<file path="config.mk">
export PLATFORM = sky130hd
export DESIGN_NAME = iopad_bank_dir_ctrl
export DESIGN_NICKNAME = d
export VERILOG_FILES = /design/src/rtl/iopad_ctrl_pkg.sv /design/src/rtl/iopad_rr_arb2.sv /design/src/rtl/iopad_bank_dir_ctrl.sv
export SDC_FILE = /design/constraint.sdc
export NUM_CORES = 1
export LEC_CHECK = 0
export CORE_MARGIN = 5
export CORE_UTILIZATION = 35
export DETAILED_ROUTE_END_ITERATION = 10
export SLEW_MARGIN = 25
export SYNTH_ARGS = -nofsm -noshare
export SYNTH_HDL_FRONTEND = slang
export SYNTH_HIERARCHICAL = 1
export SYNTH_SLANG_ARGS = --single-unit
</file>
<file path="constraint.sdc">
create_clock -name clk -period 3.7 [get_ports clk]
set_clock_uncertainty 0.2 [all_clocks]
set_input_delay 0.74 -clock clk [delete_from_list [all_inputs] [get_ports clk]]
set_output_delay 0.74 -clock clk [all_outputs]
set_load 0.005 [all_outputs]
</file>
<file path="src/rtl/iopad_ctrl_pkg.sv">
// iopad_ctrl_pkg: shared encodings for the iopad bank direction controller.
package iopad_ctrl_pkg;
  typedef enum logic [2:0] {IDLE, TURN_OUT, DRIVE, TURN_IN, SAMPLE} state_e;
  typedef enum logic {WR = 1'b0, RD = 1'b1} grant_e;
  localparam logic PAD_EN_INPUT  = 1'b1;
  localparam logic PAD_EN_OUTPUT = 1'b0;
  localparam int   CNT_W         = 4;
endpackage

</file>
<file path="src/rtl/iopad_rr_arb2.sv">
// iopad_rr_arb2: two-requester round-robin arbiter; on a tie, the requester not granted last time wins.
module iopad_rr_arb2
  import iopad_ctrl_pkg::*;
(
  input  logic clk,
  input  logic rst,
  input  logic wr_req_i,
  input  logic rd_req_i,
  input  logic upd_i,
  output logic gnt_wr_o,
  output logic gnt_rd_o
);
  grant_e last_q, last_d;
  always_comb begin
    gnt_wr_o = wr_req_i & (~rd_req_i | (last_q == RD));
    gnt_rd_o = rd_req_i & ~gnt_wr_o;
    last_d   = (upd_i & gnt_wr_o) ? WR : (upd_i & gnt_rd_o) ? RD : last_q;
  end
  always_ff @(posedge clk or posedge rst)
    if (rst) last_q <= RD;
    else     last_q <= last_d;
endmodule

</file>
<file path="src/rtl/iopad_bank_dir_ctrl.sv">
// iopad_bank_dir_ctrl: shared-direction iopad bank sequencer with turnaround dead cycles
// between driving written words and sampling the pads for reads.
module iopad_bank_dir_ctrl
  import iopad_ctrl_pkg::*;
#(
  parameter int NUM_PADS    = 8,
  parameter int TURN_CYCLES = 2,
  parameter int HOLD_CYCLES = 1
) (
  input  logic                clk,
  input  logic                rst,
  input  logic                wr_valid_i,
  input  logic [NUM_PADS-1:0] wr_data_i,
  output logic                wr_ready_o,
  input  logic                rd_req_i,
  output logic                rd_valid_o,
  output logic [NUM_PADS-1:0] rd_data_o,
  output logic [NUM_PADS-1:0] pad_out_o,
  output logic [NUM_PADS-1:0] pad_en_o,
  input  logic [NUM_PADS-1:0] pad_in_i,
  output logic                busy_o
);
  if (TURN_CYCLES < 1 || TURN_CYCLES > 15 || HOLD_CYCLES < 1 || HOLD_CYCLES > 15) begin : g_bad_param
    $error("iopad_bank_dir_ctrl: TURN_CYCLES and HOLD_CYCLES must be within 1..15");
  end
  localparam logic [CNT_W-1:0] TURN_LD = CNT_W'(TURN_CYCLES - 1);
  localparam logic [CNT_W-1:0] HOLD_LD = CNT_W'(HOLD_CYCLES - 1);
  state_e              state_q, state_d;
  logic [CNT_W-1:0]    cnt_q, cnt_d;
  logic [NUM_PADS-1:0] data_q, data_d, pad_out_q, pad_out_d, rd_data_q, rd_data_d;
  logic                pad_en_q, pad_en_d, rd_valid_q, rd_valid_d;
  logic                rd_req_m, gnt_wr, gnt_rd, cnt_zero, stream;
  // the requester holds rd_req until it sees rd_valid, so that cycle must not re-grant
  assign rd_req_m = rd_req_i & ~rd_valid_q;
  assign cnt_zero = cnt_q == '0;
  assign stream   = (state_q == DRIVE) && cnt_zero && wr_valid_i && !rd_req_m;
  iopad_rr_arb2 u_arb (
    .clk      (clk),
    .rst      (rst),
    .wr_req_i (wr_valid_i),
    .rd_req_i (rd_req_m),
    .upd_i    (state_q == IDLE),
    .gnt_wr_o (gnt_wr),
    .gnt_rd_o (gnt_rd)
  );
  always_ff @(posedge clk or posedge rst)
    if (rst) begin
      state_q    <= IDLE;
      cnt_q      <= '0;
      data_q     <= '0;
      pad_out_q  <= '0;
      pad_en_q   <= PAD_EN_INPUT;
      rd_data_q  <= '0;
      rd_valid_q <= 1'b0;
    end else begin
      state_q    <= state_d;
      cnt_q      <= cnt_d;
      data_q     <= data_d;
      pad_out_q  <= pad_out_d;
      pad_en_q   <= pad_en_d;
      rd_data_q  <= rd_data_d;
      rd_valid_q <= rd_valid_d;
    end
  always_comb begin
    state_d = state_q;
    cnt_d   = cnt_zero ? cnt_q : cnt_q - 1'b1;
    case (state_q)
      IDLE:     if (gnt_wr) begin state_d = TURN_OUT; cnt_d = TURN_LD; end
                else if (gnt_rd) state_d = SAMPLE;
      TURN_OUT: if (cnt_zero) begin state_d = DRIVE; cnt_d = HOLD_LD; end
      DRIVE:    if (cnt_zero) begin state_d = stream ? DRIVE : TURN_IN; cnt_d = stream ? HOLD_LD : TURN_LD; end
      TURN_IN:  if (cnt_zero) state_d = IDLE;
      default:  state_d = IDLE;
    endcase
  end
  // pad registers follow the next state so the direction flips exactly on DRIVE entry/exit
  always_comb begin
    wr_ready_o = ((state_q == IDLE) && gnt_wr) || stream;
    data_d     = wr_ready_o ? wr_data_i : data_q;
    pad_en_d   = (state_d == DRIVE) ? PAD_EN_OUTPUT : PAD_EN_INPUT;
    pad_out_d  = (state_d == DRIVE) ? data_d : pad_out_q;
    rd_valid_d = state_q == SAMPLE;
    rd_data_d  = (state_q == SAMPLE) ? pad_in_i : rd_data_q;
  end
  assign pad_en_o   = {NUM_PADS{pad_en_q}};
  assign pad_out_o  = pad_out_q;
  assign rd_data_o  = rd_data_q;
  assign rd_valid_o = rd_valid_q;
  assign busy_o     = state_q != IDLE;
endmodule
</file>
==> out/metrics.csv, run 1 <==
stage;metric;value;unit
run_status;outcome;complete, no violations;
power;total_power;1.86;mW
detailed_routing;ant_nets;0;
final_layout;syn_to_final_growth;33.7;%
floorplanning;dieArea;6140;sq um
clocking;cts_max_path_buffers;2;
setup_path;worst_setup_path_start_kind;primary input;
timing;slew_violations;0;
timing;setup_viol;0;
power;pwr-share-clk;14.6;%
synthesis;ys.warnings.count;6;
clocking;clk_latency;0.27;ns
global_route;gr-total-overflow;0;
clocking;cts_tree;yes;
power;intPower;1.28;mW
power;switching_power;582;uW
synthesis;yosys_most_used_dff;dfrtp_1;
power;p_seq_share;36.8;%
setup_path;r2r_slack;1.04;ns
min_path;hold_start;rd_data_o[3];
clocking;h-tree-depth;2;
detailed_routing;wl_per_cell;14.7;microns
setup_path;crit_path_max_fanout;4;
floorplanning;io_pins;47;
clocking;ctsResizeCount;0;
timing;whs;0.290;ns
clocking;cts_hold_buf;0;
setup_path;crit_top_cell;clkdlybuf4s50_1;
power;combPwrFrac;48.5;%
clocking;cts-root-buf;clkbuf_8;
timing;tns;0;ns
synthesis;syn_inst;125;
clocking;cts_setup_buffers;0;
floorplanning;die_w;78.4;microns
timing;rsz0062_at_grt;no;
detailed_routing;drt_first_pass_iters;2;
final_layout;antenna_cells;0;
synthesis;netlist_area;1640;sq um
power;vdd_drop_max;382;uV
min_path;worstHoldPathType;flip-flop to flip-flop;
setup_path;critPathSlowestCell;clkdlybuf4s50_1;
timing;max_freq;287;MHz
synthesis;synthesis.nets;147;
floorplanning;initial_utilization;36.8;%
setup_path;worstPathCellList;clkdlybuf4s50_1 > nand2b_1 > inv_1 > a21boi_1 > nor2b_1 > o21ai_4 > inv_2 > clkdlybuf4s50_1;
setup_path;critical_path.endpoint_type;primary output;
min_path;whs_path_depth;1;
timing;finalCriticalPeriod;3.49;ns
setup_path;crit_required;2.76;ns
synthesis;synth_edf_count;0;
min_path;hold_end;rd_data_o[3];
power;p_per_area;853;nW/um^2
clocking;cts_buffers;5;
global_route;grt_pass1_vias;1147;
synthesis;synth_top_area_share;49.0;%
detailed_routing;drtIter0Drc;43;
global_route;grtUsageTotal;11.2;%
placed_design;gp_congestion;0.833;
global_route;antenna_found_initial;0;
global_route;grt_max_degree;34;
timing;fin_crit_sh;94.2;%
synthesis;avgSynthCellArea;13.1;sq um
floorplanning;core-area;4440;sq um
final_layout;drive_gt1_share;20.6;%
synthesis;synth_seq_cells;34;
final_layout;nets;191;
synthesis;async_flop_share;100;%
timing;worst_pin_slew;0.716;ns
final_layout;utilization;49.2;%
floorplanning;die_h;78.4;microns
clocking;clkTransAtPathRegs;0.07;ns
setup_path;arrival;2.55;ns
detailed_routing;vias;1049;
setup_path;critical_path_class;primary input to primary output;
flow_run;drv_cap;0;
synthesis;yosys.cell_types.count;39;
power;swShare;31.2;%
setup_path;rr_endpoint;pad_out_o[1];
synthesis;synth_area_leaders;dfrtp_1 49%, mux2_4 15%, mux2_1 5.5%, buf_4 3.7%, dfstp_2 3.2%;
floorplanning;rows;24;
timing;hold_viol;0;
timing;slew-limit-headroom;52.0;%
setup_path;r2r_start;cnt_q[0];
detailed_routing;route.detailed.drc;0;
placed_design;numPortBuffers;46;
synthesis;synth.most_common_cell;dfrtp_1;
synthesis;netlist_top_cells_count;32 x dfrtp_1, 16 x mux2_4, 8 x buf_4, 8 x inv_1, 8 x mux2_1;
power;leakage;0.992;nW
detailed_routing;vias_per_cell;4.73;
clocking;clock-sinks;34;
synthesis;yosys.area.top_type;dfrtp_1;
setup_path;ff2ff_path_depth;8;
final_layout;fillers;393;
setup_path;cpPeakStageDelay;0.49;ns
detailed_routing;finalWirelength;3250;microns
global_route;grt_pass1_wl;5400;microns
placed_design;hpwl;2390;microns
synthesis;seq_area_frac_synth;52.2;%
-- layout by cell type, fill, tap and decap left out, drive strengths merged, types with 3 or more instances in the layout --
master / instances
inv: 11
nor3: 3
dfrtp: 32
nor2: 5
a21oi: 6
mux2: 24
clkbuf: 8
nand2: 3
clkdlybuf4s50: 46
-- metrics by stage --
stage / cells / setup WS [ns] / instance area [sq um]
6_report: 222 / 0.214 / 2190
3_3_place_gp: 214 / 0.286 / 2100
5_1_grt: 222 / 0.0609 / 2190
4_1_cts: 222 / 0.205 / 2190
2_1_floorplan: 125 / 1.16 / 1640
3_5_place_dp: 214 / 0.256 / 2100
-- metal layers --
layer	wire length, microns	vias up	share of wire (%)	GRT usage, %
met4	13	0	0.40	5.07
met1	1340	523	41	12.7
li1	-	505	-	-
met5	0	-	0	0
met3	118	2	3.6	3.43
met2	1790	19	55	19.5
-- layout make-up --
cell class                 instances  area, sq um  share of cell area [%]
multi-input combinational         69          662                    30.3
inverter                          11         41.3                    1.89
tap                               52         65.1                    2.97
sequential                        34          853                    39.0
timing repair buffer              48          475                    21.7
clock buffer                       8         90.1                    4.12
-- power groups by stage --
stage | logic [mW] | registers [mW] | clock network, mW
6_report | 0.905 | 0.687 | 0.273
5_1_grt | 0.985 | 0.715 | 0.294
4_1_cts | 0.921 | 0.690 | 0.283
3_5_place_dp | 0.912 | 0.691 | 0
3_3_place_gp | 0.888 | 0.684 | 0
2_1_floorplan | 0.620 | 0.653 | 0
-- sequential cells by signal (all words and copies together) (netlist names) --
| signal | count |
|---|---|
| u_arb/last_q | 1 |
| data_q | 8 |
| rd_valid_o | 1 |
| pad_out_o | 8 |
| cnt_q | 4 |
| state_q | 3 |
| pad_en_q | 1 |
| rd_data_o | 8 |
-- logic make-up after synthesis --
group           after synthesis  synth area share, %
xor+xnor                      2                 1.07
flops                        34                 52.2
fa+ha+maj                     2                 1.53
mux                          24                 20.2
compound gates               17                 7.42
buf+inv                      22                 7.34
simple gates                 24                 10.3
-- critical path, delay by kind of cell --
kind / cells / cell delay [ns]
simple gates: 2 / 0.42
buf+inv: 4 / 1.03
compound gates: 2 / 0.34
-- how the worst max path moves through the flow --
stage / startpoint / end / slack (ns)
final: rd_req_i / wr_ready_o / 0.21
after global routing: rd_req_i / wr_ready_o / 0.06
after CTS: rd_req_i / wr_ready_o / 0.20
after detailed placement: rd_req_i / wr_ready_o / 0.26
after global placement: rd_req_i / wr_ready_o / 0.29
after floorplan: rd_req_i / wr_ready_o / 1.16
Power figures use the tool's default switching activity.
==> run 2: changes to the inputs <==
RECOVER_POWER = 25   (was unset)
SLEW_MARGIN = 10   (was 25)
==> run 2 against run 1 <==
Against the previous run:
- the flow now finishes with violations (max-capacitance violations, max-slew violations)
- fmax unchanged
- non-clock buffer count unchanged
- critical path depth unchanged
- via count about the same
- routed wire length about the same
- register-to-register slack about the same
- cell count unchanged
- first-iteration DRC count unchanged
- sequential share of layout area up 0.067 points
- sequential cell count unchanged
- critical path type unchanged
- critical endpoint unchanged
- largest cell class unchanged
==> out/metrics.csv, run 2 (synthesis gave the netlist of run 1 again) <==
stage;metric;value;unit;change
run_status;outcome;finished, violations left;;
detailed_routing;wl_per_cell;14.7;microns;about the same
min_path;worstHoldPathType;flip-flop to flip-flop;;
clocking;clkTransAtPathRegs;0.07;ns;about the same
setup_path;crit_top_cell;clkdlybuf4s50_1;;
timing;finalCriticalPeriod;3.49;ns;unchanged
clocking;cts_buffers;5;;unchanged
global_route;gr-total-overflow;0;;unchanged
global_route;grt_pass1_vias;1147;;unchanged
setup_path;worstPathCellList;clkdlybuf4s50_1 > nand2b_1 > inv_1 > a21boi_1 > nor2b_1 > o21ai_4 > inv_2 > clkdlybuf4s50_1;;
clocking;cts_setup_buffers;0;;unchanged
timing;slew-limit-headroom;-15.7;%;-68 points
clocking;cts_tree;yes;;
clocking;cts-root-buf;clkbuf_8;;
clocking;clk_latency;0.27;ns;about the same
setup_path;critPathSlowestCell;clkdlybuf4s50_1;;
global_route;grtUsageTotal;11.2;%;unchanged
timing;max_freq;287;MHz;unchanged
timing;fin_crit_sh;94.2;%;unchanged
timing;setup_viol;0;;unchanged
timing;hold_viol;0;;unchanged
detailed_routing;vias_per_cell;4.72;;about the same
run_status;failed_checks;max-capacitance violations, max-slew violations;;
floorplanning;rows;24;;unchanged
clocking;cts_hold_buf;0;;unchanged
global_route;use_met1;12.7;%;unchanged
setup_path;worst_setup_path_start_kind;primary input;;
final_layout;antenna_cells;0;;unchanged
global_route;grtUsageMet3;3.43;%;unchanged
clocking;clock-sinks;34;;unchanged
final_layout;drive_gt1_share;20.0;%;-0.59 points
final_layout;multi_input_area;662;sq um;unchanged
setup_path;arrival;2.55;ns;about the same
detailed_routing;route.detailed.drc;0;;unchanged
setup_path;critical_path_class;primary input to primary output;;
detailed_routing;ant_nets;0;;unchanged
floorplanning;die_w;78.4;microns;unchanged
timing;worst_pin_slew;1.74;ns;+1.02 ns
floorplanning;dieArea;6140;sq um;unchanged
floorplanning;die_h;78.4;microns;unchanged
global_route;grt_pass1_wl;5400;microns;unchanged
timing;whs;0.290;ns;unchanged
final_layout;fillers;392;;-0.25%
flow_run;drv_cap;1;;+1
final_layout;layout_common_cells;45 x clkdlybuf4s50_1, 32 x dfrtp_1, 16 x mux2_4;;
timing;rsz0062_at_grt;no;;
power;vdd_drop_max;382;uV;about the same
global_route;grt-busiest-layer;met2;;
setup_path;cpPeakStageDelay;0.49;ns;about the same
global_route;antenna_found_initial;0;;unchanged
power;leakage;0.989;nW;-0.34%
floorplanning;io_pins;47;;unchanged
detailed_routing;drt_first_pass_iters;2;;unchanged
setup_path;crit_required;2.76;ns;about the same
global_route;grt_use_met2;19.5;%;unchanged
final_layout;layout_commonest_cell;clkdlybuf4s50_1;;
final_layout;nets;191;;unchanged
global_route;grt_max_degree;34;;unchanged
clocking;ctsResizeCount;0;;unchanged
timing;slew_violations;34;;+34
final_layout;seqCellArea;853;sq um;unchanged
floorplanning;core-area;4440;sq um;unchanged
floorplanning;initial_utilization;36.8;%;unchanged
timing;tns;0;ns;unchanged
placed_design;numPortBuffers;46;;unchanged
clocking;h-tree-depth;2;;unchanged
setup_path;critical_path.endpoint_type;primary output;;
clocking;cts_max_path_buffers;2;;unchanged
placed_design;gp_congestion;0.833;;unchanged
detailed_routing;finalWirelength;3250;microns;about the same
detailed_routing;drtIter0Drc;43;;unchanged
final_layout;syn_to_final_growth;33.5;%;
detailed_routing;vias;1048;;-0.095%
power;p_per_area;854;nW/um^2;+0.13%
setup_path;crit_path_max_fanout;4;;unchanged
placed_design;hpwl;2390;microns;unchanged
[run 2: layout make-up]
class | instances | share of cell area, %
Tap cell | 52 | 2.98
Timing Repair Buffer | 48 | 21.6
Sequential cell | 34 | 39.1
Multi-Input combinational cell | 69 | 30.3
Clock buffer | 8 | 4.13
Inverter | 11 | 1.89
[run 2: worst paths after layout]
| kind | startpoint | endpoint | slack [ns] | cells past startpoint |
|---|---|---|---|---|
| worst max-delay path | rd_req_i | wr_ready_o | 0.21 | 8 |
| worst min-delay path | rd_data_o[3] | rd_data_o[3] | 0.29 | 1 |
| worst max register to register | cnt_q[0] | pad_out_o[1] | 1.04 | 8 |
| worst min register to register | rd_data_o[3] | rd_data_o[3] | 0.29 | 1 |
| max in group asynchronous | rst | pad_out_o[2] | 0.96 | 3 |
| min in group asynchronous | rst | u_arb/last_q | 0.72 | 2 |
[run 2: power by group]
part | switching [mW] | leakage (nW) | internal, mW
logic | 0.336 | 0.531 | 0.569
registers | 0.125 | 0.412 | 0.561
clock network | 0.121 | 0.0455 | 0.152
[run 2: stage by stage]
step                utilization, %  std cells  total power [mW]  area, sq um  setup slack [ns]
finish                        49.1        222              1.86         2180             0.214
floorplan                        -        125              1.27         1640              1.16
global placement              47.2        214              1.57         2100             0.286
global route                  49.1        222              1.99         2180            0.0609
detailed placement            47.2        214              1.60         2100             0.256
CTS                           49.2        222              1.89         2190             0.205
[run 2: critical path, delay by kind of cell]
kind / cells / cell delay (ns)
AND/OR/NAND/NOR: 2 / 0.42
AO/OA/AOI/OAI: 2 / 0.34
buffers and inverters: 4 / 1.03
[run 2: metal layers]
| layer | vias to the layer above | share of wire, % |
|---|---|---|
| met1 | 522 | 41 |
| met5 | - | 0 |
| met3 | 2 | 3.6 |
| met2 | 19 | 55 |
| li1 | 505 | - |
| met4 | 0 | 0.40 |
==> run 3: changes to the inputs <==
RECOVER_POWER = 50   (was 25)
==> run 3 against run 2 <==
Against the previous run:
- the run still ends with max-capacitance violations, max-slew violations left
- core utilization shrank 0.11 points
- first-iteration DRC count is 4.7% higher
- combinational power hardly changed
- count of clock-buffer cells in the layout is the same
- critical path type unchanged
- largest cell class unchanged
==> out/metrics.csv, run 3 (synthesis gave the netlist of run 1 again) <==
stage;metric;value;unit;change
run_status;outcome;finished, violations left;;
run_status;failed_checks;max-capacitance violations, max-slew violations;;
floorplanning;rows;24;;unchanged
placed_design;gp_congestion;0.833;;unchanged
clocking;cts_max_path_buffers;2;;unchanged
final_layout;layout_common_cells;43 x clkdlybuf4s50_1, 32 x dfrtp_1, 16 x mux2_4;;
global_route;grt_max_degree;34;;unchanged
floorplanning;dieArea;6140;sq um;unchanged
setup_path;arrival;2.55;ns;about the same
clocking;clk_latency;0.28;ns;about the same
clocking;cts_hold_buf;0;;unchanged
setup_path;r2r_start;cnt_q[0];;
clocking;h-tree-depth;2;;unchanged
detailed_routing;route.detailed.drc;0;;unchanged
detailed_routing;finalWirelength;3270;microns;+0.58%
setup_path;ff2ff_path_depth;8;;unchanged
setup_path;critical_path.endpoint_type;primary output;;
final_layout;finish.instance_area;2180;sq um;-0.23%
detailed_routing;vias;1048;;unchanged
final_layout;drive_gt1_share;18.8;%;-1.2 points
final_layout;syn_to_final_growth;33.2;%;
clocking;cts_setup_buffers;0;;unchanged
final_layout;nets;191;;unchanged
setup_path;rr_endpoint;pad_out_o[1];;
timing;setup_viol;0;;unchanged
clocking;clock-sinks;34;;unchanged
floorplanning;die_w;78.4;microns;unchanged
floorplanning;die_h;78.4;microns;unchanged
timing;max_freq;287;MHz;about the same
min_path;worstHoldPathType;flip-flop to flip-flop;;
flow_run;drv_cap;1;;unchanged
global_route;grt-busiest-layer;met2;;
timing;worst_pin_slew;1.74;ns;+0.00349 ns
final_layout;layout_commonest_cell;clkdlybuf4s50_1;;
timing;hold_viol;0;;unchanged
clocking;cts-root-buf;clkbuf_8;;
setup_path;critical_path_class;primary input to primary output;;
placed_design;hpwl;2390;microns;unchanged
clocking;clkTransAtPathRegs;0.06;ns;about the same
setup_path;crit_path_max_fanout;4;;unchanged
setup_path;crit_required;2.76;ns;about the same
detailed_routing;drt_first_pass_iters;4;;+2
final_layout;antenna_cells;0;;unchanged
min_path;whs_path_depth;1;;unchanged
power;vdd_drop_max;383;uV;+0.34%
global_route;grt_pass1_vias;1147;;unchanged
clocking;cts_tree;yes;;
timing;finalCriticalPeriod;3.49;ns;+0.000665 ns
detailed_routing;drtIter0Drc;45;;+4.7%
timing;rsz0062_at_grt;no;;
timing;fin_crit_sh;94.2;%;about the same
placed_design;post-place-ws;0.256;ns;unchanged
clocking;cts_buffers;5;;unchanged
floorplanning;core-area;4440;sq um;unchanged
placed_design;numPortBuffers;46;;unchanged
global_route;grt_use_met2;19.5;%;unchanged
floorplanning;initial_utilization;36.8;%;unchanged
global_route;grtUsageMet3;3.43;%;unchanged
power;leakage;0.989;nW;about the same
power;p_per_area;854;nW/um^2;about the same
floorplanning;io_pins;47;;unchanged
detailed_routing;wl_per_cell;14.7;microns;+0.58%
min_path;hold_end;rd_data_o[3];;
global_route;grtUsageTotal;11.2;%;unchanged
clocking;ctsResizeCount;0;;unchanged
timing;slew_violations;34;;unchanged
power;total_power;1.86;mW;-0.19%
timing;slew-limit-headroom;-15.9;%;-0.23 points
detailed_routing;ant_nets;0;;unchanged
setup_path;worst_setup_path_start_kind;primary input;;
timing;tns;0;ns;unchanged
timing;fin_ws;0.214;ns;-0.000665 ns
setup_path;r2r_slack;1.04;ns;about the same
placed_design;dpl-instance-area;2100;sq um;unchanged
min_path;hold_start;rd_data_o[3];;
global_route;use_met1;12.7;%;unchanged
global_route;antenna_found_initial;0;;unchanged
detailed_routing;vias_per_cell;4.72;;unchanged
global_route;gr-total-overflow;0;;unchanged
global_route;grt_pass1_wl;5400;microns;unchanged
-- run 3: metrics by stage --
stage               hold slack, ns  cells  utilization [%]
finish                       0.285    222             49.0
floorplan                    0.267    125                -
CTS                          0.291    222             49.2
global route                 0.300    222             49.0
global placement             0.269    214             47.2
detailed placement           0.276    214             47.2
-- run 3: power by group --
group	switching (mW)	internal, mW
clock	0.123	0.152
combinational	0.336	0.564
sequential	0.124	0.561
-- run 3: worst max-delay path by stage --
stage	start	end	slack (ns)
finish	rd_req_i	wr_ready_o	0.21
global route	rd_req_i	wr_ready_o	0.06
CTS	rd_req_i	wr_ready_o	0.20
detailed placement	rd_req_i	wr_ready_o	0.26
global placement	rd_req_i	wr_ready_o	0.29
floorplan	rd_req_i	wr_ready_o	1.16
-- run 3: routing by layer --
layer | vias to the layer above | wire length, microns
met1 | 519 | 1330
met4 | 0 | 30
met5 | - | 0
li1 | 506 | -
met2 | 21 | 1790
met3 | 2 | 122
-- run 3: cell type report --
class,instances,area (sq um)
fillers,393,2270
flip-flops and latches,34,853
multi-input cells,69,657
repair buffers,48,472
clock buffers,8,90.1
well taps,52,65.1
inverters,11,41.3
-- run 3: worst max-delay path: stages --
cell	delay, ns
clkdlybuf4s50_1	0.40
nand2b_1	0.08
inv_1	0.09
a21boi_1	0.25
nor2b_1	0.34
o21ai_4	0.09
inv_2	0.05
clkdlybuf4s50_1	0.49
